File: src/rtl/frontend_hazard_ctrl_if.sv
// Handshake bundle between the front-end pipeline/ROB side and the hazard controller.
// master: pipeline/ROB side that drives hazard sources; slave: the controller.
interface frontend_hazard_ctrl_if #(
  parameter int NUM_STAGES = 4
);
  logic                  imem_miss;
  logic                  can_dispatch;
  logic                  flush_valid;
  logic [1:0]            rob_state;
  logic [31:0]           pc_is_read;
  logic [NUM_STAGES-1:0] stall;
  logic [NUM_STAGES-1:0] flush;
  logic                  halted;
  logic                  miss_timeout;
  logic [31:0]           stall_cnt;
  logic [15:0]           flush_cnt;

  modport master (
    output imem_miss, can_dispatch, flush_valid, rob_state, pc_is_read,
    input  stall, flush, halted, miss_timeout, stall_cnt, flush_cnt
  );

  modport slave (
    input  imem_miss, can_dispatch, flush_valid, rob_state, pc_is_read,
    output stall, flush, halted, miss_timeout, stall_cnt, flush_cnt
  );
endinterface

File: src/rtl/frontend_hazard_ctrl.sv
// Stall/flush controller for the in-order front end (PC..ID): per-stage hold and
// bubble vectors, recovery FSM with multi-cycle flush hold, miss watchdog and counters.
module frontend_hazard_ctrl #(
  parameter int NUM_STAGES   = 4,
  parameter int IMEM_ADDR_W  = 10,
  parameter int FETCH_BYTES  = 8,
  parameter int FLUSH_HOLD   = 1,
  parameter int MISS_TIMEOUT = 64
) (
  input logic                   clk,
  input logic                   reset_n,
  frontend_hazard_ctrl_if.slave bus
);

  localparam int FETCH_LSB = $clog2(FETCH_BYTES);
  localparam int HOLD_W    = (FLUSH_HOLD > 1) ? $clog2(FLUSH_HOLD) : 1;
  localparam int MISS_W    = $clog2(MISS_TIMEOUT + 1);

  localparam logic [1:0] ROB_IDLE = 2'b00;

  // Fetch-group index bits of the PC; run_out when all of them are ones.
  localparam logic [63:0] ADDR_MASK  = (64'd1 << IMEM_ADDR_W) - 64'd1;
  localparam logic [63:0] LSB_MASK   = (64'd1 << FETCH_LSB) - 64'd1;
  localparam logic [31:0] GROUP_MASK = 32'(ADDR_MASK & ~LSB_MASK);

  typedef enum logic [1:0] {
    ST_RUN,
    ST_FLUSH,
    ST_RECOVER,
    ST_HALT
  } state_t;

  state_t                state_reg, state_next;
  logic [HOLD_W-1:0]     hold_reg, hold_next;
  logic [MISS_W-1:0]     miss_run_reg, miss_run_next;
  logic                  miss_timeout_reg, miss_timeout_next;
  logic [31:0]           stall_cnt_reg, stall_cnt_next;
  logic [15:0]           flush_cnt_reg, flush_cnt_next;

  logic                  bp;
  logic                  rob_busy;
  logic                  run_out;
  logic                  halted_c;
  logic [NUM_STAGES-1:0] stall_raw;
  logic [NUM_STAGES-1:0] flush_raw;
  logic [NUM_STAGES-1:0] stall_res;

  assign rob_busy = (bus.rob_state != ROB_IDLE);
  assign bp       = ~bus.can_dispatch | rob_busy;
  assign run_out  = &(bus.pc_is_read | ~GROUP_MASK);

  always_comb begin
    state_next = state_reg;
    hold_next  = hold_reg;
    stall_raw  = '0;
    flush_raw  = '0;
    halted_c   = 1'b0;

    case (state_reg)
      ST_RUN: begin
        stall_raw    = {NUM_STAGES{bp}};
        stall_raw[0] = bus.imem_miss | bp | run_out;
        flush_raw[1] = bus.imem_miss & ~bp;
        if (run_out) begin
          state_next = ST_HALT;
        end
      end
      ST_HALT: begin
        // PC parked; IF gets bubbles while older groups drain under bp.
        halted_c     = 1'b1;
        stall_raw    = {NUM_STAGES{bp}};
        stall_raw[0] = 1'b1;
        flush_raw[1] = ~bp;
      end
      ST_FLUSH: begin
        flush_raw    = '1;
        flush_raw[0] = 1'b0;
        stall_raw[0] = 1'b1;
        hold_next    = hold_reg - HOLD_W'(1);
        if (hold_reg <= HOLD_W'(1)) begin
          state_next = ST_RECOVER;
        end
      end
      ST_RECOVER: begin
        stall_raw = '1;
        if (!rob_busy) begin
          state_next = run_out ? ST_HALT : ST_RUN;
        end
      end
      default: begin
        state_next = ST_RUN;
      end
    endcase

    // A redirect overrides every state; the PC takes the new target this cycle.
    if (bus.flush_valid) begin
      flush_raw    = '1;
      flush_raw[0] = 1'b0;
      stall_raw[0] = 1'b0;
      hold_next    = HOLD_W'(FLUSH_HOLD - 1);
      state_next   = (FLUSH_HOLD == 1) ? ST_RECOVER : ST_FLUSH;
    end
  end

  genvar gi;
  generate
    for (gi = 0; gi < NUM_STAGES; gi++) begin : g_stage
      assign stall_res[gi] = stall_raw[gi] & ~flush_raw[gi];
    end
  endgenerate

  always_comb begin
    miss_run_next = '0;
    if (bus.imem_miss) begin
      miss_run_next = (miss_run_reg == MISS_W'(MISS_TIMEOUT)) ? miss_run_reg
                                                               : miss_run_reg + MISS_W'(1);
    end
    miss_timeout_next = miss_timeout_reg | (miss_run_next == MISS_W'(MISS_TIMEOUT));
    stall_cnt_next    = stall_cnt_reg;
    if (stall_res[0] && (stall_cnt_reg != 32'hFFFF_FFFF)) begin
      stall_cnt_next = stall_cnt_reg + 32'd1;
    end
    flush_cnt_next = flush_cnt_reg + {15'd0, bus.flush_valid};
  end

  always_ff @(posedge clk or negedge reset_n) begin
    if (!reset_n) begin
      state_reg        <= ST_RUN;
      hold_reg         <= '0;
      miss_run_reg     <= '0;
      miss_timeout_reg <= 1'b0;
      stall_cnt_reg    <= '0;
      flush_cnt_reg    <= '0;
    end else begin
      state_reg        <= state_next;
      hold_reg         <= hold_next;
      miss_run_reg     <= miss_run_next;
      miss_timeout_reg <= miss_timeout_next;
      stall_cnt_reg    <= stall_cnt_next;
      flush_cnt_reg    <= flush_cnt_next;
    end
  end

  // While reset is held the whole front end freezes regardless of inputs.
  assign bus.stall        = reset_n ? stall_res : '1;
  assign bus.flush        = reset_n ? flush_raw : '0;
  assign bus.halted       = reset_n & halted_c;
  assign bus.miss_timeout = miss_timeout_reg;
  assign bus.stall_cnt    = stall_cnt_reg;
  assign bus.flush_cnt    = flush_cnt_reg;

endmodule

File: src/flat_wrapper.sv
// flat-port wrapper written by rule: the top's interface ports become plain ports
module frontend_hazard_ctrl_flat 
#(
  parameter int NUM_STAGES   = 4,
  parameter int IMEM_ADDR_W  = 10,
  parameter int FETCH_BYTES  = 8,
  parameter int FLUSH_HOLD   = 1,
  parameter int MISS_TIMEOUT = 64
)
  (clk, reset_n, bus_imem_miss, bus_can_dispatch, bus_flush_valid, bus_rob_state, bus_pc_is_read, bus_stall, bus_flush, bus_halted, bus_miss_timeout, bus_stall_cnt, bus_flush_cnt);
  frontend_hazard_ctrl_if #(.NUM_STAGES(NUM_STAGES)) bus_i ();
  input logic clk;
  input logic reset_n;
  input wire logic [$bits(bus_i.imem_miss)-1:0] bus_imem_miss;
  input wire logic [$bits(bus_i.can_dispatch)-1:0] bus_can_dispatch;
  input wire logic [$bits(bus_i.flush_valid)-1:0] bus_flush_valid;
  input wire logic [$bits(bus_i.rob_state)-1:0] bus_rob_state;
  input wire logic [$bits(bus_i.pc_is_read)-1:0] bus_pc_is_read;
  output wire logic [$bits(bus_i.stall)-1:0] bus_stall;
  output wire logic [$bits(bus_i.flush)-1:0] bus_flush;
  output wire logic [$bits(bus_i.halted)-1:0] bus_halted;
  output wire logic [$bits(bus_i.miss_timeout)-1:0] bus_miss_timeout;
  output wire logic [$bits(bus_i.stall_cnt)-1:0] bus_stall_cnt;
  output wire logic [$bits(bus_i.flush_cnt)-1:0] bus_flush_cnt;
  assign bus_i.imem_miss = bus_imem_miss;
  assign bus_i.can_dispatch = bus_can_dispatch;
  assign bus_i.flush_valid = bus_flush_valid;
  assign bus_i.rob_state = bus_rob_state;
  assign bus_i.pc_is_read = bus_pc_is_read;
  assign bus_stall = bus_i.stall;
  assign bus_flush = bus_i.flush;
  assign bus_halted = bus_i.halted;
  assign bus_miss_timeout = bus_i.miss_timeout;
  assign bus_stall_cnt = bus_i.stall_cnt;
  assign bus_flush_cnt = bus_i.flush_cnt;
  frontend_hazard_ctrl #(.NUM_STAGES(NUM_STAGES), .IMEM_ADDR_W(IMEM_ADDR_W), .FETCH_BYTES(FETCH_BYTES), .FLUSH_HOLD(FLUSH_HOLD), .MISS_TIMEOUT(MISS_TIMEOUT)) u_core (.clk(clk), .reset_n(reset_n), .bus(bus_i));
endmodule
File: config.mk
export PLATFORM = sky130hd
export DESIGN_NAME = frontend_hazard_ctrl_flat
export DESIGN_NICKNAME = d
export VERILOG_FILES = /design/src/rtl/frontend_hazard_ctrl_if.sv /design/src/rtl/frontend_hazard_ctrl.sv /design/src/flat_wrapper.sv
export SDC_FILE = /design/constraint.sdc
export NUM_CORES = 1
export LEC_CHECK = 0
export BUFFER_PORTS_ARGS = -buffer_cell sky130_fd_sc_hd__buf_2
export CORE_ASPECT_RATIO = 0.5
export CORE_UTILIZATION = 40
export DETAILED_ROUTE_END_ITERATION = 6
export GPL_ROUTABILITY_DRIVEN = 0
export GPL_TIMING_DRIVEN = 0
export PLACE_DENSITY_LB_ADDON = 0.1
export SETUP_SLACK_MARGIN = 0.05
export SYNTH_ARGS = -nofsm -noshare
export SYNTH_HDL_FRONTEND = slang
export SYNTH_SLANG_ARGS = --single-unit
File: constraint.sdc
create_clock -name clk -period 2.37 [get_ports clk]
set_input_delay 0.3555 -clock clk [delete_from_list [all_inputs] [get_ports clk]]
set_output_delay 0.3555 -clock clk [all_outputs]
set_load 0.005 [all_outputs]
# Word-level counts from Yosys, hierarchy flattened
# Index checks and enable logic that the tools add are counted.
[classes]
addsub = 4
mul = 0
div = 0
order_cmp = 1
n_eq_ne = 9
n_shift = 0
n_mux = 19
bitwise = 16
n_reduce_logical = 9
[ops]
columns = ["cell", "count"]
rows = [
  ["adder 32 x 1 -> 32 bit, second input constant", 1],
  ["!= test 32 bit, second input constant", 1],
  ["adder 16 x 1 -> 16 bit", 1],
  ["== test 7 bit, second input constant", 2],
  ["two-way mux 7 bit", 2],
  ["two-way mux 2 bit", 6],
  ["two-way mux 4 bit", 3],
  ["adder 7 x 1 -> 7 bit, second input constant", 1],
  ["AND reduction 7 bit", 1],
  ["bitwise AND 1 bit", 6],
  ["!= test 3 x 2 -> 1 bit, second input constant", 2],
  ["NOT 1 bit", 6],
  ["case mux 2 bit (3 select lines)", 1],
  ["case mux 3 bit (2 select lines)", 1],
  ["== test 2 bit, second input constant", 2],
  ["two-way mux 1 bit", 4],
  ["bitwise OR 1 bit", 4],
  ["AND reduction 4 bit", 1],
  ["nonzero test 2 bit", 2],
  ["nonzero test 4 bit", 1],
  ["!= test 3 bit, second input constant", 1],
  ["case mux 1 bit (3 select lines)", 1],
  ["OR reduction 3 bit", 1],
  ["== test 2 x 1 -> 1 bit, second input constant", 1],
  ["6 further kinds", 6],
]
[totals]
reg_bits = 59
latch_bits = 0
mem_bits_rw = 0
romBits = 0
in_bits = 39
output_inout_bits = 58
n_memories = 0

# Depth between registers and ports, before layout
[logic_depth]
word_depth = 9
ltp_mapped = 7
depth_no_buf = 7

# Least setup slack after synthesis
# No wires, ideal clock.
[synth_timing]
path_kind = "flip-flop to flip-flop"
from = "reg u_core.stall_cnt_reg[0], in the netlist u_core.bus.stall_cnt[0]"
to = "reg u_core.stall_cnt_reg[14], in the netlist u_core.bus.stall_cnt[14]"
setup_ns = 0.125
arrival_ns = 1.966
required_ns = 2.245
setup_slack_ns = 0.279
path_stages_with_launch = 7
path_buffers = 0
period_less_slack_ns = 2.091
cell_sequence = "dfrtp_1 -> ha_1 -> nand4_1 -> or3_2 -> a2111oi_2 -> nand3_1 -> xnor2_1"
[synth_via]
elab_chain_len = 2
word_cells_on_any_way = 3
classes_between = "1 x add/sub; 1 x eq/ne; 1 x reduce/logical"
[synth_rtl]
columns = ["item", "line_no", "text"]
rows = [
  ["start, declared", "frontend_hazard_ctrl.sv:37", "logic [31:0] stall_cnt_reg, stall_cnt_next;"],
  ["start signal, assigned", "frontend_hazard_ctrl.sv:139", "stall_cnt_reg <= stall_cnt_next;"],
  ["branches (longest 2 deep; another with adder 32 x 1 -> 32 bit)", "--", ""],
]
# Parallel ways; which one is timed is not known.
# A chain may end at the register's enable or synchronous reset.

# Worst setup path after layout
# Ends and elaborated chain as after synthesis.

==> impl_metrics.env <==
export IMPL_cts_htree_levels=3
export IMPL_startpoint_type="flop"
export IMPL_drc=0
export IMPL_die_area_um2=7847
export IMPL_ys_warn_count=0
export IMPL_netlist_area_um2=2990
export IMPL_dieWidth_um=124.3
export IMPL_reg2reg_depth=6
export IMPL_worstSetupPathType="reg -> reg"
export IMPL_rsz0062_at_grt="false"
export IMPL_drive_gt1_share_pct=27.34
export IMPL_fill_cells=651
export IMPL_end_kind="flop"
export IMPL_synth_fp_nets=342
export IMPL_cp_arrival_ns=2.39
export IMPL_crit_slowest_cell="or3_2"
export IMPL_worstPathRequired_ns=2.58
export IMPL_critical_path_top_delay_family="simple AND/OR/NAND/NOR gates"
export IMPL_synth_cell_type_count=42
export IMPL_worstPathMaxFanout=6
export IMPL_synthFlopType="dfrtp_1"
export IMPL_max_freq_mhz=458.5
export IMPL_nNetsFinal=428
export IMPL_cts_made_buffers=9
export IMPL_cts_tree="built"
export IMPL_p_leak_nw=1.829
export IMPL_num_rows=21
export IMPL_ant_nets=0
export IMPL_ios=97
export IMPL_netlist_instances=293
export IMPL_initial_utilization_pct=43.11
export IMPL_finClkSkew_ns=0.005715
export IMPL_avgSynthCellArea_um2=10.21
export IMPL_min_period_over_period_pct=92.03
export IMPL_final_util_pct=54.56
export IMPL_crit_chain="ha_1 -> nand4_1 -> or3_2 -> a2111oi_4 -> nand3_1 -> xnor2_1"
export IMPL_cts_buffer_depth=2
export IMPL_largest_register_ffs=32
export IMPL_holdWs_ns=0.08999
export IMPL_crit_buf_inv=0
export IMPL_final_cell_mix="69 x buf_2, 57 x dfrtp_1, 36 x xnor2_1"
export IMPL_ir_drop_mv=0.4040
export IMPL_ys_ff_latch=58
export IMPL_min_period_ns=2.181
export IMPL_diodes=0
export IMPL_maxCapViolCount=0
export IMPL_max_slew_margin_pct=46.76
export IMPL_crit_path_start="u_core.bus.stall_cnt[0]"
export IMPL_totalWireLength_um=6297
export IMPL_via_count=2394
export IMPL_clock_latency_ns=0.33
export IMPL_antenna_found_initial=0
export IMPL_seq_area_frac_synth_pct=48.54
export IMPL_grt_max_degree=65
export IMPL_final_critical_path_setup_slack_ns=0.1888
export IMPL_min_path_type="in -> async"
export IMPL_clock_sinks=58
export IMPL_place_ws_ns=-0.05111
export IMPL_numPortBuffers=70
export IMPL_dp_hpwl_um=4469
export IMPL_core_area_um2=6937
export IMPL_synthArstFlopShare_pct=100.0
export IMPL_area_growth_syn_to_layout_pct=26.57
export IMPL_final_common_cell="buf_2"
export IMPL_wire_per_inst_um=13.23
export IMPL_cts_root_buf="clkbuf_16"
export IMPL_synth_edff_count=0
export IMPL_die_h_um=63.14
export IMPL_drt_first_pass_iters=4
export IMPL_overflow=0
export IMPL_finalSetupViolCount=0
export IMPL_rr_startpoint="u_core.bus.stall_cnt[0]"
export IMPL_grt_pass1_vias=2329
export IMPL_maxSlewViolCount=0
export IMPL_worstSetupPathDepth=6
export IMPL_grt_usage_pct=17.78
export IMPL_drt_iter0_markers=161
export IMPL_path_clk_slew_ns=0.05
export IMPL_grt_pass1_wl_um=10940
export IMPL_tightestPinTransition_ns=0.7986
export IMPL_power_density_nw_per_um2=820.8
export IMPL_status="completed"
export IMPL_slowest_delay_ns=0.50
export IMPL_vias_per_cell=5.029
export IMPL_hold_viol=0
==> worst paths after layout <==
kind | end | slack (ns)
worst max register to register | u_core.bus.stall_cnt[14] | 0.19
max in group asynchronous | u_core.state_reg[1] | 1.72
worst min register to register | u_core.bus.flush_cnt[15] | 0.47
worst min-delay path | u_core.bus.stall_cnt[7] | 0.09
worst max-delay path | u_core.bus.stall_cnt[14] | 0.19
min in group clk | u_core.bus.flush_cnt[0] | 0.37
==> cell families after synthesis <==
family,share of synthesized area [%]
buf+inv,2.385
other cells,0.1254
simple gates,22.89
fa+ha+maj,4.184
xor+xnor,14.94
compound gates,6.234
mux,0.7113
flops,48.54
==> what timing repair did <==
item	4_1_cts	5_1_grt
gates resized for setup	3	2
setup buffers	0	5
pin swaps	1	2
gates cloned	0	0
hold buffers	0	0
setup endpoints to repair	8	23
==> layout make-up <==
class	count	area [um2]	area share [%]
plain buffers	6	33.78	0.8926
multi-input cells	219	1490	39.37
flip-flops and latches	58	1453	38.38
inverters	10	37.54	0.9917
repair buffers	75	390.4	10.31
well taps	92	115.1	3.041
clock buffers	13	250.2	6.612
clock inverters	3	15.01	0.3967
==> report_power, final <==
group          total (mW)  internal, mW  switching (mW)  leakage, nW
clock network        1.15         0.728           0.420        0.133
logic               0.656         0.334           0.322        0.925
registers            1.30          1.13           0.172        0.770
==> worst register-to-register path: cells and delay by family, from the launching register on <==
kind	cells	cell delay (ns)
AO/OA/AOI/OAI	1	0.41
flip-flops	1	0.44
XOR/XNOR	1	0.14
AND/OR/NAND/NOR	3	0.83
adder cells (fa/ha/maj)	1	0.25
==> metrics by stage <==
stage / cells / area [um2] / total power [mW] / TNS (ns)
after global routing: 476 / 3785 / 3.327 / 0
after CTS: 471 / 3741 / 3.134 / 0
after floorplan: 293 / 2990 / 1.692 / 0
final: 476 / 3785 / 3.107 / 0
after detailed placement: 455 / 3456 / 1.963 / -0.05111
after global placement: 455 / 3456 / 1.941 / -0.0006524
==> metal layers <==
metal	global-route usage, %	part of all wire (%)	vias to the layer above	wire length [um]
met1	22.29	49	1153	3115
li1	-	-	1189	-
met5	0	0	-	0
met2	27.83	45	45	2848
met4	6.777	1.3	0	85
met3	6.797	3.9	7	248
==> synthesized netlist by cell type (3+ instances only) <==
master	n	area share (%)
nand3_1	26	4.4
and2_1	6	1.3
nand4_1	15	3.1
o21a_1	3	0.75
xor2_1	15	4.4
nor4_1	3	0.63
nor2_1	30	3.8
inv_1	10	1.3
nor3_1	6	1.0
clkbuf_1	3	0.38
ha_1	10	4.2
dfrtp_1	58	49
nand2_1	24	3.0
and3_1	6	1.3
nand3b_1	4	1.0
o21ai_0	6	1.0
xnor2_1	36	11
buf_4	3	0.75
Note: power is estimated with default switching activity, not from simulation.
